==> src/rtl/vpu_fp_maxn_pkg.sv <==
// Shared constants for the VPU floating-point max/min reduction slice.
// Holds the default bf16 field widths, the mode encodings, the operand-count
// ceiling and a helper that builds the canonical quiet NaN for given widths.
package vpu_fp_maxn_pkg;

  localparam int FP_EXP_WIDTH    = 8;
  localparam int FP_MAN_WIDTH    = 7;
  localparam int FP_MAX_OPERANDS = 16;

  localparam logic FP_MODE_MAX = 1'b0;
  localparam logic FP_MODE_MIN = 1'b1;

  // Canonical qNaN: sign 0, exponent all ones, mantissa MSB set, rest zero.
  // Returned in a 32-bit container; callers slice the low 1+exp_w+man_w bits.
  function automatic logic [31:0] fp_canon_qnan(input int exp_w, input int man_w);
    logic [31:0] r;
    r = (((32'd1 << exp_w) - 32'd1) << man_w) | (32'd1 << (man_w - 1));
    return r;
  endfunction

endpackage

==> src/rtl/vpu_fp_cmp_sel.sv <==
// Combinational two-operand floating-point compare-select (maxNum/minNum).
// Latency: 0 cycles (pure combinational). Backpressure: none.
// Ports: a (lower index), b (higher index), mode (0 max / 1 min),
//        result (selected value or canonical qNaN), sel_b (1 = b chosen).
module vpu_fp_cmp_sel
  import vpu_fp_maxn_pkg::*;
#(
  parameter  int EXP_WIDTH = FP_EXP_WIDTH,
  parameter  int MAN_WIDTH = FP_MAN_WIDTH,
  localparam int W         = 1 + EXP_WIDTH + MAN_WIDTH
) (
  input  logic [W-1:0] a,
  input  logic [W-1:0] b,
  input  logic         mode,
  output logic [W-1:0] result,
  output logic         sel_b
);

  localparam logic [31:0]  QNAN_FULL = fp_canon_qnan(EXP_WIDTH, MAN_WIDTH);
  localparam logic [W-1:0] QNAN      = QNAN_FULL[W-1:0];

  logic         a_nan;
  logic         b_nan;
  logic [W-1:0] a_key;
  logic [W-1:0] b_key;

  assign a_nan = (&a[W-2:MAN_WIDTH]) && (|a[MAN_WIDTH-1:0]);
  assign b_nan = (&b[W-2:MAN_WIDTH]) && (|b[MAN_WIDTH-1:0]);

  // Map sign-magnitude onto an unsigned total order: negatives are inverted,
  // positives get the top bit set. This orders -0 below +0 and keeps
  // subnormals and infinities in their natural places.
  assign a_key = a[W-1] ? ~a : {1'b1, a[W-2:0]};
  assign b_key = b[W-1] ? ~b : {1'b1, b[W-2:0]};

  always_comb begin
    sel_b  = 1'b0;
    result = a;
    if (a_nan && b_nan) begin
      result = QNAN;
    end else begin
      if (a_nan) begin
        sel_b = 1'b1;
      end else if (!b_nan) begin
        // Strict compare so that equal values keep a.
        sel_b = (mode == FP_MODE_MIN) ? (b_key < a_key) : (b_key > a_key);
      end
      result = sel_b ? b : a;
    end
  end

endmodule

==> src/rtl/vpu_fp_maxn.sv <==
// Pipelined N-operand floating-point max/min reduction through a registered binary tree.
// Latency: clog2(NUM_OPERANDS) cycles start_i -> done_o; one new operation per cycle.
// Backpressure: none; every start_i is accepted. Optional macro VPU_FP_MAXN_ARGIDX_EN adds argidx_o.
// Ports: clk, rst (sync, active-high), operands_i (operand k at [k*W +: W]),
//        mode_i (0 max / 1 min), start_i, result_o, done_o, [argidx_o].
module vpu_fp_maxn
  import vpu_fp_maxn_pkg::*;
#(
  parameter  int NUM_OPERANDS = 4,
  parameter  int EXP_WIDTH    = FP_EXP_WIDTH,
  parameter  int MAN_WIDTH    = FP_MAN_WIDTH,
  localparam int W            = 1 + EXP_WIDTH + MAN_WIDTH,
  localparam int L            = $clog2(NUM_OPERANDS),
  localparam int IW           = (L < 1) ? 1 : L
) (
  input  logic                      clk,
  input  logic                      rst,
  input  logic [NUM_OPERANDS*W-1:0] operands_i,
  input  logic                      mode_i,
  input  logic                      start_i,
  output logic [W-1:0]              result_o,
  output logic                      done_o
`ifdef VPU_FP_MAXN_ARGIDX_EN
  ,
  output logic [IW-1:0]             argidx_o
`endif
);

  if (NUM_OPERANDS < 2 || NUM_OPERANDS > FP_MAX_OPERANDS) begin : g_bad_num_operands
    $error("vpu_fp_maxn: NUM_OPERANDS must be in 2..16");
  end

  // Number of live elements at tree level l (level 0 = the input operands).
  function automatic int lvl_cnt(input int l);
    return (NUM_OPERANDS + (1 << l) - 1) >> l;
  endfunction

  for (genvar l = 1; l <= L; l++) begin : gen_lvl
    localparam int PC  = lvl_cnt(l - 1);
    localparam int CNT = lvl_cnt(l);

    logic [PC-1:0][W-1:0]  prev_dat;
    logic                  prev_vld;
    logic                  prev_mode;
    wire  [CNT-1:0][W-1:0] nxt_dat;
    logic [CNT-1:0][W-1:0] dat;
    logic                  vld;
`ifdef VPU_FP_MAXN_ARGIDX_EN
    wire  [PC-1:0][IW-1:0]  prev_idx;
    wire  [CNT-1:0][IW-1:0] nxt_idx;
    logic [CNT-1:0][IW-1:0] idx;
`endif

    if (l == 1) begin : g_src
      assign prev_dat  = operands_i;
      assign prev_vld  = start_i;
      assign prev_mode = mode_i;
`ifdef VPU_FP_MAXN_ARGIDX_EN
      for (genvar k = 0; k < PC; k++) begin : gen_idx0
        assign prev_idx[k] = IW'(k);
      end
`endif
    end else begin : g_src
      assign prev_dat  = gen_lvl[l-1].dat;
      assign prev_vld  = gen_lvl[l-1].vld;
      assign prev_mode = gen_lvl[l-1].g_mode.mode;
`ifdef VPU_FP_MAXN_ARGIDX_EN
      assign prev_idx  = gen_lvl[l-1].idx;
`endif
    end

    for (genvar j = 0; j < CNT; j++) begin : gen_node
      if (2 * j + 1 < PC) begin : g_pair
        logic sel_b;
        vpu_fp_cmp_sel #(
          .EXP_WIDTH (EXP_WIDTH),
          .MAN_WIDTH (MAN_WIDTH)
        ) u_cmp (
          .a      (prev_dat[2*j]),
          .b      (prev_dat[2*j+1]),
          .mode   (prev_mode),
          .result (nxt_dat[j]),
          .sel_b  (sel_b)
        );
`ifdef VPU_FP_MAXN_ARGIDX_EN
        assign nxt_idx[j] = sel_b ? prev_idx[2*j+1] : prev_idx[2*j];
`else
        logic unused_sel_b;
        assign unused_sel_b = sel_b;
`endif
      end else begin : g_pass
        // Odd element out at this level rides through unchanged.
        assign nxt_dat[j] = prev_dat[2*j];
`ifdef VPU_FP_MAXN_ARGIDX_EN
        assign nxt_idx[j] = prev_idx[2*j];
`endif
      end
    end

    // Data only loads on a valid beat, so the last level doubles as the
    // output register and holds its value between results.
    always_ff @(posedge clk) begin
      if (rst) begin
        vld <= 1'b0;
        dat <= '0;
      end else begin
        vld <= prev_vld;
        if (prev_vld) begin
          dat <= nxt_dat;
        end
      end
    end

`ifdef VPU_FP_MAXN_ARGIDX_EN
    always_ff @(posedge clk) begin
      if (rst) begin
        idx <= '0;
      end else if (prev_vld) begin
        idx <= nxt_idx;
      end
    end
`endif

    // Mode rides along with each beat; the final level has no consumer for it.
    if (l < L) begin : g_mode
      logic mode;
      always_ff @(posedge clk) begin
        if (prev_vld) begin
          mode <= prev_mode;
        end
      end
    end
  end

  assign result_o = gen_lvl[L].dat[0];
  assign done_o   = gen_lvl[L].vld;
`ifdef VPU_FP_MAXN_ARGIDX_EN
  assign argidx_o = gen_lvl[L].idx[0];
`endif

endmodule

==> config.mk <==
export PLATFORM = sky130hd
export DESIGN_NAME = vpu_fp_maxn
export DESIGN_NICKNAME = d
export VERILOG_FILES = /design/src/rtl/vpu_fp_maxn_pkg.sv /design/src/rtl/vpu_fp_cmp_sel.sv /design/src/rtl/vpu_fp_maxn.sv
export SDC_FILE = /design/constraint.sdc
export NUM_CORES = 1
export LEC_CHECK = 0
export CAP_MARGIN = 5
export CELL_PAD_IN_SITES_DETAIL_PLACEMENT = 1
export CELL_PAD_IN_SITES_GLOBAL_PLACEMENT = 2
export CORE_MARGIN = 2
export CORE_UTILIZATION = 35
export DETAILED_ROUTE_END_ITERATION = 10
export PLACE_DENSITY = 0.91
export RECOVER_POWER = 100
export SKIP_LAST_GASP = 1
export SYNTH_ARGS = -nofsm -noshare
export SYNTH_HDL_FRONTEND = slang
export SYNTH_SLANG_ARGS = --single-unit
==> constraint.sdc <==
create_clock -name clk -period 10.65 [get_ports clk]
set_input_delay 2.13 -clock clk [delete_from_list [all_inputs] [get_ports clk]]
set_output_delay 2.13 -clock clk [all_outputs]
set_load 0.01 [all_outputs]
# --- Word level (Yosys, flattened, before mapping) ---
# Index checks and enable logic that the tools add are counted.
totals:
  word_cells: 63
  regBits: 51
  out_inout_bits: 17
  input_bits: 68
classes:
  mux: 24
  order_cmp: 6
  bitwise: 6
  n_reduce_logical: 21
ops:
  columns: ["op", "count"]
  rows:
  - ["16-bit two-way mux", 12]
  - ["16-bit inverter", 6]
  - ["16-bit > comparator", 3]
  - ["16-bit < comparator", 3]
  - ["8-bit AND reduction", 6]
  - ["7-bit OR reduction", 6]
  - ["1-bit two-way mux", 12]
  - ["1-bit logical AND", 9]

# --- Longest topological paths before layout ---
# Gate-level depths: netlist of run 1.
logic_depth:
  ltp_word: 9
  mapped_depth: 11
  depth_no_buf: 8

# --- Hierarchy ---
# A second synthesis of run 1 with hierarchy kept.
unflattened:
  hier_cells: 536
  hier_area_um2: 4973.5
modules_own_cells:
  columns: ["mod", "cells_each", "area_per_inst_um2", "seq_area_each_um2", "n_inst"]
  rows:
  - ["vpu_fp_cmp_sel", 125, 1046.0, 0.0, 3]
  - ["vpu_fp_maxn", 161, 1835.5, 1031.0, 1]

# --- Least setup slack after synthesis of run 1 ---
# Ideal clock, no wire load.
synth_path:
  kind: "input to register"
  startpoint: "input port operands_i[47]"
  endpoint: "register gen_lvl[1].dat[16] (netlist bit)"
  t_arrival_ns: 4.919
  path_buffers: 2
  setup_ns: 0.061
  setup_slack_ns: 5.669
  required_time_ns: 10.589
  cell_stages: 10
  cell_sequence: "clkbuf_1 clkbuf_1 xnor2_1 ha_1 a21oi_1 o21ai_1 a2111oi_4 a311oi_1 nor4_1 a221o_1"
synth_via:
  elab_chain_cells: 9
  elab_cells_between_ends: 10
  cone_classes: "order compare (2); mux (7); bitwise (1)"
synth_rtl:
  columns: ["element", "line_no", "source"]
  rows:
  - ["start, declared", "vpu_fp_maxn.sv:18", "input logic [NUM_OPERANDS*W-1:0] operands_i,"]
  - ["16-bit inverter", "vpu_fp_cmp_sel.sv:33", "assign a_key = a[W-1] ? ~a : {1'b1, a[W-2:0]};"]
  - ["16-bit two-way mux (*)", "vpu_fp_cmp_sel.sv:33", null]
  - ["16-bit > comparator or 16-bit < comparator (tied branches)", "vpu_fp_cmp_sel.sv:46", "sel_b = (mode == FP_MODE_MIN) ? (b_key < a_key) : (b_key > a_key);"]
  - ["1-bit two-way mux (*)", "vpu_fp_cmp_sel.sv:46", null]
  - ["1-bit two-way mux (*)", "vpu_fp_cmp_sel.sv:44", "end else if (!b_nan) begin"]
  - ["1-bit two-way mux (*)", "vpu_fp_cmp_sel.sv:42", "if (a_nan) begin"]
  - ["1-bit two-way mux (*)", "vpu_fp_cmp_sel.sv:39", "if (a_nan && b_nan) begin"]
  - ["16-bit two-way mux (*)", "vpu_fp_cmp_sel.sv:48", "result = sel_b ? b : a;"]
  - ["16-bit two-way mux (*)", "vpu_fp_cmp_sel.sv:39", null]
  - ["end signal, assigned", "vpu_fp_maxn.sv:109", "dat <= nxt_dat;"]
  - ["end, declared", "vpu_fp_maxn.sv:46", "logic [CNT-1:0][W-1:0] dat;"]
# Mark *: on every way between the ends. The rest lies on a longest branch, timed or not. The select of a mux whose other input is x is not followed.
# A chain may end at the register's enable or synchronous reset.

# --- Worst setup path in the final report of run 1 ---
layout_path:
  startpoint: "input port operands_i[15]"
  endpoint: "register gen_lvl[1].dat[1] (netlist bit)"
# The elaborated chain is that of the path after synthesis.

==> key figures, run 1 <==
Setup path
  • CP Capture Type: register
  • FF-to-FF Start: gen_lvl[1].dat[31]
  • Worst Setup Path Type: in -> reg
  • Worst path max stage delay: 1440 ps
  • Critical path depth in cells: 9
  • Crit path max-delay family: compound AO/OA/AOI/OAI gates
  • Startpoint types: input pin
  • Data required time at the worst endpoint: 10,880 ps
  • Crit path to: gen_lvl[1].dat[1]
  • CP startpoint: operands_i[15]
  • R2r setup slk: 6710 ps
  • CP bufs+invs: 1
  • R2R depth: 7
  • Worst Path Arrival: 6850 ps
  • Slowest-stage cell, CP: a2111oi_0
  • Crit-path max FO: 17
  • Reg2reg end: result_o[5]
  • Crit-path cells: dlygate4sd3_1 > xnor2_1 > ha_1 > nand4_1 > nor4_1 > a21bo_1 > and4_1 > a2111oi_0 > a221o_1

Logic synthesis
  • Syn Inst Count: 524
  • Post-synth top area cell: dfxtp_1
  • Mean post-synth cell area: 8.85 sq um
  • Seq/Total Area, Yosys: 22.2%
  • EDFF count, synth: 1
  • Synth Cell Area: 4640 sq um
  • Synth Register Bits: 51
  • Post-synth top area share: 21.6%
  • FFs w/ async S/R, synth: 0%
  • Yosys warning count: 0
  • Synth Net Count: 640
  • Synth area leaders: dfxtp_1 (22%), ha_1 (13%), xnor2_1 (8.5%), xor2_1 (8.5%), a221o_1 (4.5%)
  • Synth Flop Type: dfxtp_1
  • Distinct cells, synth: 60

GRT
  • Total grt overflow: 0
  • First-pass GRT wire length: 24,300 um
  • Initial antenna violation count: 0
  • GRT Total Usage: 20.9%
  • Vias in the first global route: 4,713
  • Largest net degree at the start of global routing: 19

Timing
  • Period utilization: 62.2%
  • F_max: 151 MHz
  • RSZ-0062 raised after global routing: no
  • Final setup TNS: 0 ps
  • Slew margin rel.: -16.3%
  • Least-Margin Pin Slew: 1700 ps
  • Clk_skew: 4.54 ps
  • Tmin final: 6620 ps
  • Final setup fails: 0
  • Slew Viols, Final: 8
  • Final hold vios: 0
  • Fin worst setup slack: 4030 ps

Clock network
  • CTS tree: built
  • Reg clk slew, reported paths: 70 ps
  • Maximum clock insertion buffer count: 2
  • Hold Buf Count CTS: 0
  • CTS Root Cell: clkbuf_16
  • Total CTS buffers: 5
  • Clk sinks: 51
  • Post-CTS Setup Inserts: 0
  • H-tree levels: 2
  • Resize count post-CTS: 0
  • Clk_lat worst skew: 290 ps

Finish
  • Final core occ: 43.3%
  • Final-layout fill cell count: 1,529
  • Final nets: 704
  • Finished layout cell area: 5670 sq um
  • Antenna fix cells: 0
  • Area Growth Syn to Fin: 22.2%
  • Layout cell share with drive strength beyond 1: 4.59%

Floorplan
  • Die area: 14,200 sq um
  • Cell row count: 42
  • Starting Density: 35.5%
  • Die Y: 119 um
  • I/O pin cnt: 85
  • Floorplan core area: 13,100 sq um
  • Die Width: 119 um

Place
  • RD Place Congestion: 0.804
  • Hpwl dp: 11,800 um
  • Pre-CTS WS: 4290 ps
  • IO buf count: 84
  • Placed Instance Area: 5550 sq um

Worst hold path
  • Hold Path Class: reg -> reg

Route
  • Via Count: 4,424
  • Drt total wl: 14,600 um
  • TritonRoute pass-1 iters: 4
  • Routed WL per cell: 19.2 um
  • DRT iter0 DRCs: 294
  • Final ANT Viol Nets: 0
  • Residual DRC count: 0
  • Vias per cell: 5.79

Status
  • Failing checks: capacitance limit, slew limit
  • Status: finished with violations

Power
  • LEAKAGE: 2.17 nW
  • Worst vdd ir: 0.0698 mV
  • Total power: 0.000694 W
  • Pwr/cell area: 122 nW/um^2

Job
  • Max cap viols: 1
[through the flow]
| stage | std cells | hold slack (ps) |
|---|---|---|
| global route | 764 | 504 |
| floorplan | 524 | 476 |
| global placement | 756 | 478 |
| detailed placement | 756 | 487 |
| finish | 764 | 485 |
| CTS | 763 | 495 |
[cell usage after synthesis, types with 13 or more instances]
library cell and instances:
a211oi_1 13, a21oi_1 17, a221o_1 21, and2_1 16, clkbuf_1 19, dfxtp_1 50
ha_1 48, nand2_1 29, nand4_1 33, nor2_1 19, nor3_1 16, o21ai_0 16
o31ai_1 26, xnor2_1 45, xor2_1 45
[cells in the final DEF (no fill, tap or decap), types with 3 or more instances in the layout]
cell type,instances
and2_1,16
o31ai_1,26
nor3_1,16
and2_2,6
nand2b_1,3
and4_1,4
a21oi_1,17
xnor2_1,45
a311oi_1,11
nor2b_1,7
nor4_1,10
a221o_1,21
ha_1,48
xor2_1,45
o21ai_0,16
inv_1,7
a2111oi_0,4
a211oi_1,13
nand4_1,33
dfxtp_1,50
clkdlybuf4s50_1,62
clkbuf_16,5
dlygate4sd3_1,22
a31oi_1,9
nand3_1,3
nor2_1,19
nand2_1,29
[sequential cells by signal, summed over array words and instances (netlist names)]
signal               flops
done_o                   1
gen_lvl.dat             32
gen_lvl.g_mode.mode      1
gen_lvl.vld              1
result_o                16
[worst min path at each step]
| stage | startpoint | endpoint | cells after the start |
|---|---|---|---|
| 6_report | result_o[9] | result_o[9] | 2 |
| 5_1_grt | result_o[9] | result_o[9] | 2 |
| 4_1_cts | result_o[8] | result_o[8] | 2 |
| 3_5_place_dp | result_o[9] | result_o[9] | 2 |
| 3_3_place_gp | result_o[8] | result_o[8] | 2 |
| 2_1_floorplan | gen_lvl[1].dat[27] | gen_lvl[1].dat[27] | 2 |
[power breakdown]
group | switching, W | total (W) | internal (W)
Clock | 0.0000688 | 0.000161 | 0.0000919
Sequential | 0.0000276 | 0.000237 | 0.000209
Combinational | 0.000165 | 0.000296 | 0.000132
Total | 0.000261 | 0.000694 | 0.000433
[tightest hold or removal path: stages, from the launching register on]
cell      delay [ps]
dfxtp_1          310
nor2_1            80
a311oi_1          50
[logic make-up (layout without fill, tap and decap cells)]
logic type                 Yosys count  after routing  synth area share, %
xor gates and xnor gates            90             90                 17.0
buffers and inverters               39            103                 4.23
AOI/OAI and AO/OA                  139            139                 24.2
and+or+nand+nor                    157            157                 19.4
DFF                                 51             51                 22.2
adders and majority gates           48             48                 12.9
[per-layer routing]
layer	global-route usage [%]	vias up	part of all wire (%)	wire, um
met2	35.6	89	48	7100
met5	0	-	0	0
met3	2.92	21	3.6	522
met1	28.4	2171	47	6820
li1	-	2143	-	-
met4	3.87	0	1.3	196
[layout make-up]
class,count,area (sq um),area share (%)
inverters,9,33.8,0.596
clock buffers,6,139,2.45
repair buffers,87,860,15.2
flip-flops and latches,51,1030,18.2
clock inverters,1,5.00,0.0883
well taps,176,220,3.89
multi-input cells,434,3380,59.6
Note: power is estimated with default switching activity, not from simulation.
==> inputs of run 2 (changes only) <==
- CORE_UTILIZATION: 35 -> 32
- PLACE_DENSITY: 0.91 -> 0.85
- clock period: 10.65 -> 6.9 ns (I/O delays scaled with it)
==> run 2 against run 1 <==
The run now ends clean. Design area up 0.22%. Cell count up 1.2%. Global-route usage down 2.0 points. Total power up 56%. Core utilization down 3.8 points. Clock power up 65%. Combinational power up 53%. Die area up 9.1%. Flip-flop and latch count unchanged. Sequential power up 54%. Critical endpoint is now gen_lvl[1].dat[4].
==> key figures, run 2 (same netlist as run 1, synthesis figures left out) <==
GRT
  • First-pass GRT wire length: 24,100 um
  • Initial antenna violation count: 0
  • GRT Total Usage: 18.9%
  • Total grt overflow: 0
  • Largest net degree at the start of global routing: 19
  • Vias in the first global route: 4,597

Power
  • Worst vdd ir: 0.0904 mV
  • LEAKAGE: 2.17 nW
  • Pwr/cell area: 191 nW/um^2

Floorplan
  • I/O pin cnt: 85
  • Die Width: 124 um
  • Starting Density: 32.3%
  • Cell row count: 44
  • Floorplan core area: 14,400 sq um
  • Die Y: 124 um
  • Die area: 15,500 sq um

Route
  • Vias per cell: 5.73
  • Final ANT Viol Nets: 0
  • DRT iter0 DRCs: 299
  • Residual DRC count: 0
  • Via Count: 4,428
  • Drt total wl: 14,800 um
  • TritonRoute pass-1 iters: 4
  • Routed WL per cell: 19.2 um

Clock network
  • Maximum clock insertion buffer count: 2
  • CTS tree: built
  • Clk_lat worst skew: 300 ps
  • Resize count post-CTS: 0
  • Reg clk slew, reported paths: 70 ps
  • H-tree levels: 2
  • Total CTS buffers: 5
  • Hold Buf Count CTS: 0
  • Post-CTS Setup Inserts: 0
  • CTS Root Cell: clkbuf_16
  • Clk sinks: 51

Job
  • Max cap viols: 0

Setup path
  • Crit-path max FO: 17
  • R2r setup slk: 2700 ps
  • Worst Path Arrival: 5580 ps
  • Data required time at the worst endpoint: 7140 ps
  • CP Capture Type: register
  • Worst Setup Path Type: in -> reg
  • Startpoint types: input pin

Finish
  • Layout cell share with drive strength beyond 1: 4.75%
  • Leading cell type in the layout, fill and taps excluded: clkdlybuf4s50_1
  • Final-layout fill cell count: 1,653
  • Final nets: 704
  • Top reg by flops: gen_lvl.dat
  • Antenna fix cells: 0
  • Area Growth Syn to Fin: 22.4%
  • Most frequent cells in the layout: clkdlybuf4s50_1 (62), dfxtp_1 (50), ha_1 (48)
  • Max reg flops: 32

Place
  • RD Place Congestion: 0.808
  • Hpwl dp: 12,000 um
  • IO buf count: 84

Status
  • Status: completed

Timing
  • Period utilization: 77.3%
  • F_max: 187 MHz
  • Final hold vios: 0
  • Slew margin rel.: 8.07%
  • Worst hold slack: 482 ps
  • RSZ-0062 raised after global routing: no
  • Final setup fails: 0
  • Clk_skew: 3.26 ps
  • Tmin final: 5340 ps
  • Slew Viols, Final: 0
  • Final setup TNS: 0 ps
  • Least-Margin Pin Slew: 1370 ps

Worst hold path
  • Hold Path Class: reg -> reg
## run 2: stage by stage
stage / util (%) / area (sq um) / cells / total power, W / setup WS (ps)
6_report: 39.5 / 5680 / 773 / 0.00109 / 1560
5_1_grt: 39.5 / 5680 / 773 / 0.00116 / 1110
4_1_cts: 39.9 / 5730 / 773 / 0.00110 / 2020
3_5_place_dp: 38.8 / 5570 / 765 / 0.000831 / 1720
3_3_place_gp: 38.8 / 5570 / 765 / 0.000803 / 1890
2_1_floorplan: - / 4640 / 524 / 0.000671 / 2670
## run 2: path summary, 6_finish.rpt
kind,start,endpoint,cells past startpoint
max reg2reg,gen_lvl[1].dat[15],result_o[4],8
max,operands_i[15],gen_lvl[1].dat[4],9
min,result_o[8],result_o[8],2
min reg2reg,result_o[8],result_o[8],2
## run 2: routing by layer
layer	share of wire [%]	track usage (%)	vias up	routed length, um
met3	2.6	3.05	23	385
li1	-	-	2139	-
met5	0	0	-	0
met2	47	32.0	80	7020
met1	48	25.3	2186	7160
met4	1.7	4.43	0	255
## run 2: final cells by class
type / count / area [sq um] / area share, %
flip-flops and latches: 51 / 1030 / 18.1
repair buffers: 87 / 863 / 15.2
well taps: 184 / 230 / 4.05
multi-input cells: 434 / 3370 / 59.3
inverters: 9 / 33.8 / 0.595
clock buffers: 8 / 156 / 2.75
## run 2: power breakdown
part           internal, W  total, W  switching (W)
clock             0.000155  0.000266       0.000111
combinational     0.000202  0.000454       0.000252
sequential        0.000323  0.000365      0.0000423
## run 2: critical path, stage by stage
cell and delay (ps):
dlygate4sd3_1 1170, xnor2_1 200, ha_1 270, a21oi_1 160, o21ai_0 110, a221oi_1 590, nand4_1 500, a311oi_1 900
a221o_1 290
==> inputs of run 3 (changes only) <==
- CORE_UTILIZATION: 32 -> 29
- PLACE_DENSITY: 0.85 -> 0.81
- clock period: 6.9 -> 4.54 ns (I/O delays scaled with it)
==> run 3 against run 2 <==
Sequential power is 52% higher. Routed wire length grew 1.7%. Hold slack got worse by 16 ps. Combinational power increased by 53%. Largest cell class unchanged. Non-clock buffer count increased by 6. Core utilization shrank 2.9 points. Design area increased by 1.6%. First-iteration DRC count down 27%. Count of clock-buffer cells in the layout is 1 lower. Clock power is 39% higher. Critical path type unchanged. Setup slack lost 1200 ps.
==> key figures, run 3 (same netlist as run 1, synthesis figures left out) <==
Route
  • Final ANT Viol Nets: 0
  • TritonRoute pass-1 iters: 4
  • Vias per cell: 5.48
  • Via Count: 4,444
  • DRT iter0 DRCs: 219
  • Residual DRC count: 0
  • Routed WL per cell: 18.6 um
  • Drt total wl: 15,100 um

Setup path
  • Worst Setup Path Type: in -> reg
  • R2R depth: 8
  • Worst Path Arrival: 4350 ps
  • FF-to-FF Start: gen_lvl[1].dat[15]
  • Worst path max stage delay: 610 ps
  • R2r setup slk: 810 ps
  • CP Capture Type: register
  • Data required time at the worst endpoint: 4720 ps
  • Crit-path max FO: 17
  • Slowest-stage cell, CP: a221oi_1
  • Reg2reg end: result_o[5]
  • Startpoint types: input pin
  • Crit path top cell by count: a2111oi_0
  • Crit-path cells: dlygate4sd3_1 > clkbuf_2 > xor2_1 > ha_1 > a21oi_1 > o21ai_0 > a221oi_1 > and4_1 > a2111oi_0 > a2111oi_0

Worst hold path
  • Min-Delay Endpoint: result_o[6]
  • Hold Path Class: reg -> reg
  • Hold_sp: result_o[6]
  • Worst hold path depth: 2

Timing
  • Slew Viols, Final: 0
  • F_max: 240 MHz
  • RSZ-0062 raised after global routing: no
  • Worst hold slack: 466 ps
  • Final hold vios: 0
  • Slew margin rel.: 30.8%
  • Final setup fails: 0
  • Clk_skew: 4.15 ps
  • Period utilization: 91.9%
  • Final setup TNS: 0 ps
  • Tmin final: 4170 ps
  • Fin worst setup slack: 369 ps
  • Least-Margin Pin Slew: 1030 ps

Finish
  • Final nets: 710
  • Antenna fix cells: 0
  • Layout cell share with drive strength beyond 1: 5.88%
  • Finished layout cell area: 5770 sq um
  • Top reg by flops: gen_lvl.dat
  • Leading cell type in the layout, fill and taps excluded: clkdlybuf4s50_1
  • Area Growth Syn to Fin: 24.4%
  • Most frequent cells in the layout: clkdlybuf4s50_1 (63), dfxtp_1 (50), ha_1 (48)
  • Max reg flops: 32

Clock network
  • Reg clk slew, reported paths: 70 ps
  • Clk sinks: 51
  • H-tree levels: 2
  • CTS tree: built
  • CTS Root Cell: clkbuf_16
  • Total CTS buffers: 5
  • Resize count post-CTS: 0
  • Maximum clock insertion buffer count: 2
  • Post-CTS Setup Inserts: 0
  • Clk_lat worst skew: 300 ps
  • Hold Buf Count CTS: 0

Power
  • Net Sw Frac: 37.9%
  • Net load switching power: 0.000613 W
  • Gate power share: 42.9%
  • Int Pwr: 0.00101 W
  • Sequential share of power: 34.2%
  • Worst vdd ir: 0.151 mV
  • LEAKAGE: 2.19 nW
  • Power share of the clock group: 22.9%
  • Pwr/cell area: 281 nW/um^2

Floorplan
  • Die area: 17,000 sq um
  • Cell row count: 46
  • Die Y: 130 um
  • Starting Density: 29.4%
  • I/O pin cnt: 85
  • Die Width: 130 um
  • Floorplan core area: 15,800 sq um

GRT
  • Total grt overflow: 0
  • Vias in the first global route: 4,624
  • Largest net degree at the start of global routing: 31
  • GRT Total Usage: 18.4%
  • Initial antenna violation count: 0
  • First-pass GRT wire length: 24,800 um

Job
  • Max cap viols: 0

Place
  • Pre-CTS WS: 213 ps
  • Placed Instance Area: 5660 sq um
  • Hpwl dp: 12,100 um
  • IO buf count: 84
  • RD Place Congestion: 0.907

Status
  • Status: completed
[run 3: cell count changes in the layout (fill, tap and decap cells not counted), sizes merged]
cell           change
dlygate4sd3        -1
buf                +4
clkbuf             +1
clkinv             +1
clkdlybuf4s50      +1
[run 3: cell type report]
type                       count  area (sq um)
fill                        1867         10000
sequential                    51          1030
clock buffer                   7           133
multi-input combinational    434          3400
timing repair buffer          93           902
inverter                       9          33.8
tap                          216           270
clock inverter                 1          5.00
[run 3: layer usage]
layer	track usage (%)	share of wire, %	wire length [um]	up-vias
met5	0	0	0	-
met4	2.63	0.56	85	0
met3	2.69	3.2	486	11
met2	30.9	48	7250	81
met1	25.5	48	7260	2188
li1	-	-	-	2164
[run 3: critical path, delay by kind of cell]
family | cells | cell delay [ps]
fa+ha+maj | 1 | 330
compound gates | 5 | 1390
buf+inv | 2 | 870
simple gates | 1 | 570
xor+xnor | 1 | 270
[run 3: worst max path at each step]
stage                   start                  to  slack (ps)  depth (start not counted)
2_1_floorplan  operands_i[47]  gen_lvl[1].dat[16]         780                         10
3_3_place_gp   operands_i[31]   gen_lvl[1].dat[2]         510                         10
3_5_place_dp   operands_i[63]  gen_lvl[1].dat[17]         210                         10
4_1_cts        operands_i[63]  gen_lvl[1].dat[18]         510                         10
5_1_grt        operands_i[31]   gen_lvl[1].dat[1]         100                         10
6_report       operands_i[31]   gen_lvl[1].dat[6]         370                         10
[run 3: power by group through the flow]
stage | clock network (W) | logic, W | registers, W
after detailed placement | 0 | 0.000697 | 0.000565
after global placement | 0 | 0.000665 | 0.000564
after global routing | 0.000400 | 0.000777 | 0.000562
after floorplan | 0 | 0.000483 | 0.000537
after CTS | 0.000377 | 0.000705 | 0.000555
final | 0.000371 | 0.000695 | 0.000554
[run 3: through the flow]
step | utilization (%) | instances | total power, W
final | 36.6 | 811 | 0.00162
after global placement | 35.9 | 803 | 0.00123
after detailed placement | 35.9 | 803 | 0.00126
after global routing | 36.6 | 811 | 0.00174
after floorplan | - | 524 | 0.00102
after CTS | 36.7 | 811 | 0.00164
